--- src/rtl/inv_mix_cols_seq.sv ---
// Iterative AES InvMixColumns engine with a valid/ready handshake on both sides.
// COLS_PER_CYCLE (1, 2 or 4) sets how many columns are transformed per busy cycle.
// Optional build macro INV_MIX_COLS_FWD_EN adds a 'fwd' input that selects forward
// MixColumns instead of the inverse for the block being accepted.
module inv_mix_cols_seq #(
  parameter int unsigned COLS_PER_CYCLE = 1
) (
  input  logic         clk,
  input  logic         rst,
`ifdef INV_MIX_COLS_FWD_EN
  input  logic         fwd,
`endif
  input  logic         in_valid,
  output logic         in_ready,
  input  logic [127:0] din,
  output logic         out_valid,
  input  logic         out_ready,
  output logic [127:0] dout
);

  if (!(COLS_PER_CYCLE == 1 || COLS_PER_CYCLE == 2 || COLS_PER_CYCLE == 4)) begin : g_bad_cpc
    $error("inv_mix_cols_seq: COLS_PER_CYCLE must be 1, 2 or 4");
  end

  localparam int unsigned NCYC = 4 / COLS_PER_CYCLE;

  typedef enum logic [1:0] {IDLE, BUSY, DONE} state_t;

  state_t       state, state_nx;
  logic [127:0] work;
  logic [127:0] dout_r;
  logic [1:0]   cnt;
  logic         accept;
  logic         last;
  logic         in_ready_c;
`ifdef INV_MIX_COLS_FWD_EN
  logic         fwd_r;
`endif

  function automatic logic [7:0] xt(input logic [7:0] b);
    return {b[6:0], 1'b0} ^ (b[7] ? 8'h1b : 8'h00);
  endfunction

  function automatic logic [7:0] mul9(input logic [7:0] b);
    return xt(xt(xt(b))) ^ b;
  endfunction

  function automatic logic [7:0] mulb(input logic [7:0] b);
    return xt(xt(xt(b))) ^ xt(b) ^ b;
  endfunction

  function automatic logic [7:0] muld(input logic [7:0] b);
    return xt(xt(xt(b))) ^ xt(xt(b)) ^ b;
  endfunction

  function automatic logic [7:0] mule(input logic [7:0] b);
    return xt(xt(xt(b))) ^ xt(xt(b)) ^ xt(b);
  endfunction

  function automatic logic [31:0] inv_col(input logic [31:0] c);
    logic [7:0] a0, a1, a2, a3;
    {a0, a1, a2, a3} = c;
    return {mule(a0) ^ mulb(a1) ^ muld(a2) ^ mul9(a3),
            mul9(a0) ^ mule(a1) ^ mulb(a2) ^ muld(a3),
            muld(a0) ^ mul9(a1) ^ mule(a2) ^ mulb(a3),
            mulb(a0) ^ muld(a1) ^ mul9(a2) ^ mule(a3)};
  endfunction

`ifdef INV_MIX_COLS_FWD_EN
  function automatic logic [31:0] fwd_col(input logic [31:0] c);
    logic [7:0] a0, a1, a2, a3;
    {a0, a1, a2, a3} = c;
    return {xt(a0) ^ xt(a1) ^ a1 ^ a2 ^ a3,
            a0 ^ xt(a1) ^ xt(a2) ^ a2 ^ a3,
            a0 ^ a1 ^ xt(a2) ^ xt(a3) ^ a3,
            xt(a0) ^ a0 ^ a1 ^ a2 ^ xt(a3)};
  endfunction
`endif

  function automatic logic [31:0] col_xform(input logic [31:0] c, input logic f);
`ifdef INV_MIX_COLS_FWD_EN
    return f ? fwd_col(c) : inv_col(c);
`else
    return f ? inv_col(c) : inv_col(c);
`endif
  endfunction

  assign last   = (cnt == 2'(NCYC - 1));
  assign accept = in_valid && in_ready_c;

  // State register
  always_ff @(posedge clk) begin
    if (rst) state <= IDLE;
    else     state <= state_nx;
  end

  // Next-state and handshake outputs
  always_comb begin
    state_nx   = state;
    in_ready_c = 1'b0;
    case (state)
      IDLE: begin
        in_ready_c = !rst;
        if (in_valid && !rst) state_nx = BUSY;
      end
      BUSY: if (last) state_nx = DONE;
      DONE: if (out_ready) state_nx = IDLE;
      default: state_nx = IDLE;
    endcase
  end

  // Working register, column counter and per-column result writes
  always_ff @(posedge clk) begin
    if (rst) begin
      work   <= '0;
      dout_r <= '0;
      cnt    <= '0;
`ifdef INV_MIX_COLS_FWD_EN
      fwd_r  <= 1'b0;
`endif
    end else if (accept) begin
      work <= din;
      cnt  <= '0;
`ifdef INV_MIX_COLS_FWD_EN
      fwd_r <= fwd;
`endif
    end else if (state == BUSY) begin
      cnt <= cnt + 2'd1;
      // Column c belongs to busy cycle c / COLS_PER_CYCLE; write only the active group.
      for (int unsigned c = 0; c < 4; c++) begin
        if (2'(c / COLS_PER_CYCLE) == cnt)
`ifdef INV_MIX_COLS_FWD_EN
          dout_r[127-32*c -: 32] <= col_xform(work[127-32*c -: 32], fwd_r);
`else
          dout_r[127-32*c -: 32] <= col_xform(work[127-32*c -: 32], 1'b0);
`endif
      end
    end
  end

  assign in_ready  = in_ready_c;
  assign out_valid = (state == DONE);
  assign dout      = dout_r;

endmodule

--- config.mk ---
export PLATFORM = sky130hd
export DESIGN_NAME = inv_mix_cols_seq
export DESIGN_NICKNAME = d
export VERILOG_FILES = /design/src/rtl/inv_mix_cols_seq.sv
export SDC_FILE = /design/constraint.sdc
export NUM_CORES = 1
export LEC_CHECK = 0
export ABC_AREA = 0
export CAP_MARGIN = 20
export CORE_MARGIN = 8
export CORE_UTILIZATION = 50
export CTS_CLUSTER_DIAMETER = 100
export DETAILED_ROUTE_END_ITERATION = 16
export PLACE_DENSITY = 0.77
export REMOVE_ABC_BUFFERS = 1
export SYNTH_ARGS = -nofsm -noshare
export SYNTH_HDL_FRONTEND = slang
export SYNTH_SLANG_ARGS = --single-unit
--- constraint.sdc ---
create_clock -name clk -period 2.3 [get_ports clk]
set_input_delay 0.69 -clock clk [delete_from_list [all_inputs] [get_ports clk]]
set_output_delay 0.69 -clock clk [all_outputs]
set_load 0.005 [all_outputs]
After elaboration in Yosys (flattened, before gate mapping) --
Index checks and enable logic that the tools add are counted.
Word-level totals: register bits 260, bits of input ports 132, output and inout bits 130, logic and storage cells 274
Operators by class: add/sub/neg operators 1, eq/ne operators 9, mux-type cells 53, bitwise operators 193, reductions and logical operators 11
Operators by type and width (count):
- $xor 8x8->8 | 156
- $xor 8x5->8 | 36
- $mux 5 | 48
- $reduce_and 3->1 | 5
- $mux 2 | 3
- $pmux 2 s3 | 1
- $eq 2x2->1 const A | 2
- $eq 2x2->1 const B | 2
- $logic_not 2->1 | 2
- $ne 2x2->1 const B | 2
- $add 2x1->2 const B | 1
- $eq 1x2->1 const A | 1
- $eq 2x1->1 const B | 1
- $logic_and 1x1->1 | 2
- $ne 2x1->1 const B | 1
- $reduce_or 2->1 | 1
- $logic_not 1->1 | 1
- $mux 1 | 1
- $not 1->1 | 1

Logic depth before layout (Yosys ltp) --
Gate-level depths: netlist (run 1).
word-level depth 11, mapped depth 8, depth with buffers taken out 6

Worst setup path after synthesis (run 1) --
Ideal clock, no wire load.
kind input port to flip-flop, start point input port rst, end point register work[125], setup time 0.074 ns, arrival time 2.291 ns, required time 2.226 ns, path slack -0.066 ns, cell stages on the path 8, buffers on the path 4, cell sequence nor3_1 > and2_1 > clkbuf_1 > clkbuf_1 > clkbuf_1 > clkbuf_1 > nand2_1 > o21ai_0
Between the ends: word-level cells in the longest chain between the ends 3
Ends and longest elaborated chain:
- start, declared | RTL line 9 | input logic rst,
- $logic_not 1->1 | RTL line 103 | in_ready_c = !rst;
- $mux 1 | RTL line 101 | case (state)
- $logic_and 1x1->1 | RTL line 89 | assign accept = in_valid && in_ready_c;
- end signal, assigned | RTL line 122 | work <= din;
- end, declared | RTL line 30 | logic [127:0] work;
Parallel ways exist; a longest one is shown, timed or not. A chain may end at the register's enable or synchronous reset.

Worst setup path in the final report (run 1) --
start point register work[10], end point register dout_r[21] (netlist: dout[21])
Between the ends: word-level cells in the longest chain between the ends 7
Ends and longest elaborated chain:
- $xor 8x8->8 (2 in a row)
- $xor 8x5->8 | RTL line 41 | return {b[6:0], 1'b0} ^ (b[7] ? 8'h1b : 8'h00);
- $xor 8x8->8 | RTL line 49 | return xt(xt(xt(b))) ^ xt(b) ^ b;
- $xor 8x8->8 (3 in a row)
- end signal, assigned by index | RTL line 135 | dout_r[127-32*c -: 32] <= col_xform(work[127-32*c -: 32], 1'b0);
- end, declared | RTL line 31 | logic [127:0] dout_r;
No other way between the ends.

==> run_results.csv, run 1 <==
group,metric,value,unit
setup_path,critPathBufInv,0,
detailed_routing,vias,13673,
setup_path,r2r_end,"dout[21]$_SDFFE_PP0P_",
setup_path,crit_chain,"xnor3_1 -> xnor2_2 -> xnor3_1 -> xor3_1 -> nand2_1 -> a21oi_1",
setup_path,cp_common_cell,"xnor3_1",
detailed_routing,routed_wl,48.6,mm
clock_tree,cts_tree,"done",
power,p_leak,8.90,nW
sta,holdWs,0.450,ns
setup_path,cp-startpoint,"work[10]$_SDFFE_PP0P_",
clock_tree,cts_buffers,30,
setup_path,crit_end,"dout[21]$_SDFFE_PP0P_",
sta,rsz0062_at_grt,"false",
sta,min_period,2.21,ns
sta,slew_viol_final,0,
run_status,status,"finished, final reports clean",
power,max-vdd-ir-drop,0.711,mV
floorplan,row_count,69,
global_route,grt_pass1_wl,76.6,mm
clock_tree,cts.sinks,260,
run,drv_cap,0,
setup_path,rr_worst_depth,6,
cells_and_area,area_growth_syn_to_layout,27.8,%
yosys,synth.avg_cell_area,9.10,um2
sta,setup_violations,0,
power,p_per_area,860,mW/mm2
sta,clock_skew,0.0100,ns
setup_path,crit_family,"XOR/XNOR gates",
yosys,ys_seq_area_frac,0.292,
setup_path,end_kind,"register",
setup_path,worst-endpoint-arrival,2.60,ns
setup_path,crit_path_top_delay_cell,"xnor3_1",
global_route,grt_pass1_vias,14202,
setup_path,critPathRequiredTime,2.69,ns
global_route,grt_start_max_net_pins,266,
yosys,synth_warnings,0,
floorplan,die_h,205,um
floorplan,ios,262,
global_route,grt_antenna_before_repair,1,
place,pre_cts_slack,0.0164,ns
floorplan,fp.dieArea,0.0420,mm2
sta,slew_headroom,0.269,
sta,min_period_over_period,0.959,
detailed_routing,drt-initial-drc-count,697,
yosys,synthArstFlopShare,0,
detailed_routing,viasPerCell,4.96,
sta,max_freq,0.453,GHz
clock_tree,root_buffer,"clkbuf_16",
yosys,synth_cell_types,30,
setup_path,cp.depth,6,
setup_path,cpPeakStageDelay,0.47,ns
setup_path,cp-start-kind,"register",
sta,fin_ws,0.0946,ns
clock_tree,postCtsSetupBuffers,0,
floorplan,coreArea,0.0354,mm2
detailed_routing,drc,0,
clock_tree,clkTransAtPathRegs,0.06,ns
place,place_congestion,0.934,
global_route,grt_remaining_overflow,0,
floorplan,die_w,205,um
clock_tree,clock_latency,0.56,ns
yosys,synth_area,0.0178,mm2
place,portBuffers,261,
detailed_routing,wire_per_inst,17.7,um
yosys,ys_seq_elements,260,
yosys,ys.flop_type,"dfxtp_1",
setup_path,crit_fanout,3,
cells_and_area,nNetsFinal,2411,
yosys,syn_inst,1961,
clock_tree,clock_path_buffers,3,
clock_tree,htree_levels,1,
detailed_routing,drtPass1Iterations,5,
place,dp_hpwl,37.4,mm
hold_path,min_path_type,"register to register",
floorplan,initial_utilization,0.504,
setup_path,r2r-start,"work[10]$_SDFFE_PP0P_",
setup_path,crit_type,"register to register",
setup_path,r2r_slack,0.09,ns
yosys,synth_edf_count,0,
detailed_routing,drt.antenna.violating_nets,0,
global_route,track_usage,0.225,
cells_and_area,drive_gt1_frac,0.113,
sta,worst_pin_slew,1.10,ns
sta,finalHoldViolations,0,
hold_path,whs_path_depth,2,
[sequential cells by signal, summed over array words and instances (netlist names)]
| name | count |
|---|---|
| dout | 128 |
| cnt | 2 |
| work | 128 |
| state | 2 |
[stage by stage]
stage	std cells	TNS (ns)	utilization	instance area, um2	total power, W
2_1_floorplan	1795	-383.70	-	17200	0.0126
4_1_cts	2753	0	0.642	22700	0.0197
5_1_grt	2754	0	0.644	22800	0.0207
3_5_place_dp	2704	0	0.617	21800	0.0152
6_report	2754	0	0.644	22800	0.0196
3_3_place_gp	2704	0	0.617	21800	0.0151
[where the power goes]
part           switching [W]  total, W  internal [W]
Sequential          0.000363   0.00525       0.00488
Clock                0.00185   0.00441       0.00256
Combinational        0.00423   0.00996       0.00573
Total                0.00644    0.0196        0.0132
[synth_stat cells, types with 2 or more instances]
| library cell | instances | share of area |
|---|---|---|
| xnor2_1 | 494 | 0.24 |
| nand2_1 | 362 | 0.076 |
| dfxtp_1 | 260 | 0.29 |
| o21ai_0 | 141 | 0.040 |
| nand2b_1 | 130 | 0.046 |
| clkbuf_1 | 121 | 0.025 |
| xor2_1 | 119 | 0.058 |
| a21oi_1 | 111 | 0.031 |
| xnor3_1 | 100 | 0.13 |
| buf_2 | 37 | 0.010 |
| xor3_1 | 15 | 0.020 |
| nand3b_1 | 13 | 0.0055 |
| nor2_1 | 8 | 0.0017 |
| nor2b_1 | 7 | 0.0025 |
| xnor2_2 | 7 | 0.0064 |
| and2_1 | 6 | 0.0021 |
| buf_4 | 4 | 0.0017 |
| ha_1 | 4 | 0.0028 |
| buf_1 | 3 | 0.00063 |
| nor3_1 | 3 | 0.00084 |
| a21oi_2 | 2 | 0.00098 |
| inv_1 | 2 | 0.00042 |
| o21a_1 | 2 | 0.00084 |
| o31ai_1 | 2 | 0.00084 |
| xnor3_2 | 2 | 0.0027 |
| xor2_2 | 2 | 0.0018 |
[cell usage in the layout, fill, tap and decap left out, drive strengths merged]
cell type      count
a2111oi            1
a21oi            113
and2               6
buf              188
clkbuf            43
clkdlybuf4s50    258
clkinv             6
dfxtp            260
diode              1
dlygate4sd2        2
ha                 4
inv                2
nand2            362
nand2b           130
nand3b            13
nor2               8
nor2b              7
nor3               3
o21a               2
o21ai            141
o31ai              2
o41ai              1
or2b               1
xnor2            501
xnor3            102
xor2             121
xor3              15
[what timing repair did]
action / in CTS / in global routing
pin swaps: 0 / 1
endpoints found under the setup margin: 2 / 13
hold buffers: 0 / 0
gates cloned: 0 / 0
gates resized for setup: 8 / 11
[per-layer routing]
metal	GRT usage	up-vias	wire length, um
met4	0.0743	0	1420
met1	0.283	6454	21100
li1	-	6792	-
met5	0	-	0
met3	0.0312	95	2340
met2	0.393	332	23800
[worst min-delay path by stage]
| stage | startpoint | endpoint | slack [ns] |
|---|---|---|---|
| 6_report | dout[119]$_SDFFE_PP0P_ | dout[119]$_SDFFE_PP0P_ | 0.45 |
| 2_1_floorplan | dout[0]$_SDFFE_PP0P_ | dout[0]$_SDFFE_PP0P_ | 0.44 |
| 3_5_place_dp | dout[119]$_SDFFE_PP0P_ | dout[119]$_SDFFE_PP0P_ | 0.44 |
| 3_3_place_gp | dout[95]$_SDFFE_PP0P_ | dout[95]$_SDFFE_PP0P_ | 0.44 |
| 4_1_cts | dout[119]$_SDFFE_PP0P_ | dout[119]$_SDFFE_PP0P_ | 0.45 |
| 5_1_grt | dout[120]$_SDFFE_PP0P_ | dout[120]$_SDFFE_PP0P_ | 0.47 |
[tightest hold or removal path, delay by kind of cell, from the launching register on]
kind	cells	cell delay [ns]
AND/OR/NAND/NOR	1	0.05
AO/OA/AOI/OAI	1	0.05
flip-flops	1	0.31
[cell type report]
class	instances	area, um2
Clock inverter	6	33.8
Antenna cell	1	2.50
Tap cell	461	577
Multi-Input combinational cell	1533	12000
Sequential cell	260	5210
Inverter	2	7.51
Clock buffer	43	861
Timing Repair Buffer	448	4080
Fill cell	2905	12600
[cell families after synthesis]
| family | share of synthesized area |
|---|---|
| compound gates | 0.0743 |
| fa+ha+maj | 0.00280 |
| buf+inv | 0.0388 |
| flops | 0.292 |
| simple gates | 0.135 |
| xor+xnor | 0.458 |
No activity file was read; power rests on OpenSTA's default activity.
==> run 2: changes to the inputs <==
==> constraint.sdc (replaced) <==
create_clock -name clk -period 2.3 [get_ports clk]
set_input_delay 0.575 -clock clk [delete_from_list [all_inputs] [get_ports clk]]
set_output_delay 0.575 -clock clk [all_outputs]
set_load 0.005 [all_outputs]
==> run_results.csv, run 2 (synthesis gave the netlist of run 1 again) <==
group,metric,value,unit
clock_tree,clkTransAtPathRegs,0.06,ns
setup_path,crit_fanout,5,
cells_and_area,n_fill_cell,2940,
sta,worst_pin_slew,0.610,ns
global_route,grt_use_met1,0.297,
run_status,status,"finished, final reports clean",
floorplan,die_w,205,um
run,drv_cap,0,
sta,finalHoldViolations,0,
detailed_routing,drc,0,
floorplan,die_h,205,um
sta,max_freq,0.449,GHz
floorplan,row_count,69,
floorplan,fp.dieArea,0.0420,mm2
global_route,use_met2,0.404,
global_route,grt-busiest-layer,"met2",
floorplan,ios,262,
setup_path,crit_type,"register to register",
global_route,grt_remaining_overflow,0,
sta,slew_headroom,0.591,
sta,min_period,2.23,ns
floorplan,initial_utilization,0.504,
detailed_routing,drt-initial-drc-count,753,
global_route,grt_pass1_vias,14440,
cells_and_area,drive_gt1_frac,0.116,
cells_and_area,layout.cells.non_filler,2758,
floorplan,coreArea,0.0354,mm2
detailed_routing,viasPerCell,4.98,
detailed_routing,drtPass1Iterations,7,
setup_path,critPathRequiredTime,2.72,ns
hold_path,min_path_type,"register to register",
sta,rsz0062_at_grt,"true",
power,p_per_area,869,mW/mm2
clock_tree,cts_tree,"done",
setup_path,worst-endpoint-arrival,2.65,ns
cells_and_area,final_common_cell,"xnor2_1",
setup_path,cp-start-kind,"register",
global_route,grt_start_max_net_pins,139,
cells_and_area,final_area,0.0229,mm2
place,dp.cells,2705,
global_route,use_met3,0.0338,
detailed_routing,routed_wl,49.9,mm
detailed_routing,vias,13734,
sta,slew_viol_final,0,
clock_tree,cts_buffers,29,
place,pre_cts_slack,-0.0926,ns
clock_tree,root_buffer,"clkbuf_16",
global_route,track_usage,0.233,
sta,setup_tns,0,ns
setup_path,end_kind,"register",
power,p_leak,8.96,nW
place,dp_hpwl,38.3,mm
clock_tree,cts.sinks,260,
place,postPlaceCellArea,0.0219,mm2
sta,setup_violations,0,
clock_tree,clock_path_buffers,3,
clock_tree,htree_levels,1,
power,max-vdd-ir-drop,0.748,mV
detailed_routing,drt.antenna.violating_nets,0,
clock_tree,cts_hold_buf,0,
sta,fin_ws,0.0709,ns
cells_and_area,most-common-layout-cells,"xnor2_1, nand2_1, clkdlybuf4s50_1",
sta,clock_skew,0.0118,ns
detailed_routing,wire_per_inst,18.1,um
cells_and_area,nNetsFinal,2411,
place,portBuffers,261,
global_route,grt_antenna_before_repair,1,
sta,min_period_over_period,0.969,
clock_tree,clock_latency,0.57,ns
global_route,grt_pass1_wl,78.9,mm
cells_and_area,area_growth_syn_to_layout,28.4,%
place,place_congestion,0.952,
-- run 2: cell types whose count changed in the layout (fill, tap and decap cells not counted), moves of 2 or more --
cell / delta
buf_12: +3
buf_4: -2
clkbuf_8: +5
dfxtp_1: -2
clkbuf_16: -2
xor2_2: -2
clkbuf_1: -2
xnor2_1: -3
xor2_1: +2
bufinv_16: +2
xnor2_2: +3
dfxtp_2: +2
-- run 2: where the power goes --
| group | internal (W) | total [W] | switching [W] |
|---|---|---|---|
| registers | 0.00488 | 0.00524 | 0.000362 |
| clock network | 0.00281 | 0.00473 | 0.00192 |
| logic | 0.00568 | 0.00994 | 0.00426 |
| total | 0.0134 | 0.0199 | 0.00654 |
-- run 2: metrics by stage --
stage | power [W] | util | hold WS, ns
finish | 0.0199 | 0.648 | 0.448
global route | 0.0210 | 0.648 | 0.462
CTS | 0.0200 | 0.646 | 0.451
detailed placement | 0.0152 | 0.618 | 0.443
global placement | 0.0151 | 0.618 | 0.440
floorplan | 0.0126 | - | 0.442
-- run 2: area by class of cell --
class | count | area [um2] | area share
multi-input combinational | 1533 | 12000 | 0.525
sequential | 260 | 5210 | 0.227
timing repair buffer | 449 | 4120 | 0.180
clock buffer | 44 | 872 | 0.0380
tap | 461 | 577 | 0.0252
clock inverter | 8 | 92.6 | 0.00404
inverter | 2 | 7.51 | 0.000327
antenna | 1 | 2.50 | 0.000109
-- run 2: layer usage --
layer  wire length, um  share of wire  vias up
met3              2590          0.052       83
li1                  -              -     6815
met1             21700           0.44     6489
met2             24300           0.49      347
met5                 0              0        -
met4              1300          0.026        0
-- run 2: path summary, 6_finish.rpt --
kind | start | endpoint | slack, ns | depth (start not counted)
max | work[93]$_SDFFE_PP0P_ | dout[77]$_SDFFE_PP0P_ | 0.07 | 6
min reg2reg | dout[25]$_SDFFE_PP0P_ | dout[25]$_SDFFE_PP0P_ | 0.45 | 2
max reg2reg | work[93]$_SDFFE_PP0P_ | dout[77]$_SDFFE_PP0P_ | 0.07 | 6
min | dout[25]$_SDFFE_PP0P_ | dout[25]$_SDFFE_PP0P_ | 0.45 | 2
-- run 2: critical path: stages, from the launching register on --
cell     delay (ns)
dfxtp_1        0.34
xnor2_2        0.37
xnor3_1        0.49
xor2_1         0.37
xnor3_1        0.39
nand2_1        0.08
a21oi_1        0.06
-- run 2: what timing repair did --
item,in CTS,in global routing
gates resized for setup,6,13
endpoints found under the hold margin,0,0
endpoints found under the setup margin,5,20
gates cloned,0,0
pin swaps,0,2
setup buffers,0,0
==> run 3: changes to the inputs <==
ABC_CLOCK_PERIOD_IN_PS = 2300   (was unset)
==> results of run 3 <==
No change in the layout: final DEF, timing and power equal those of run 2.
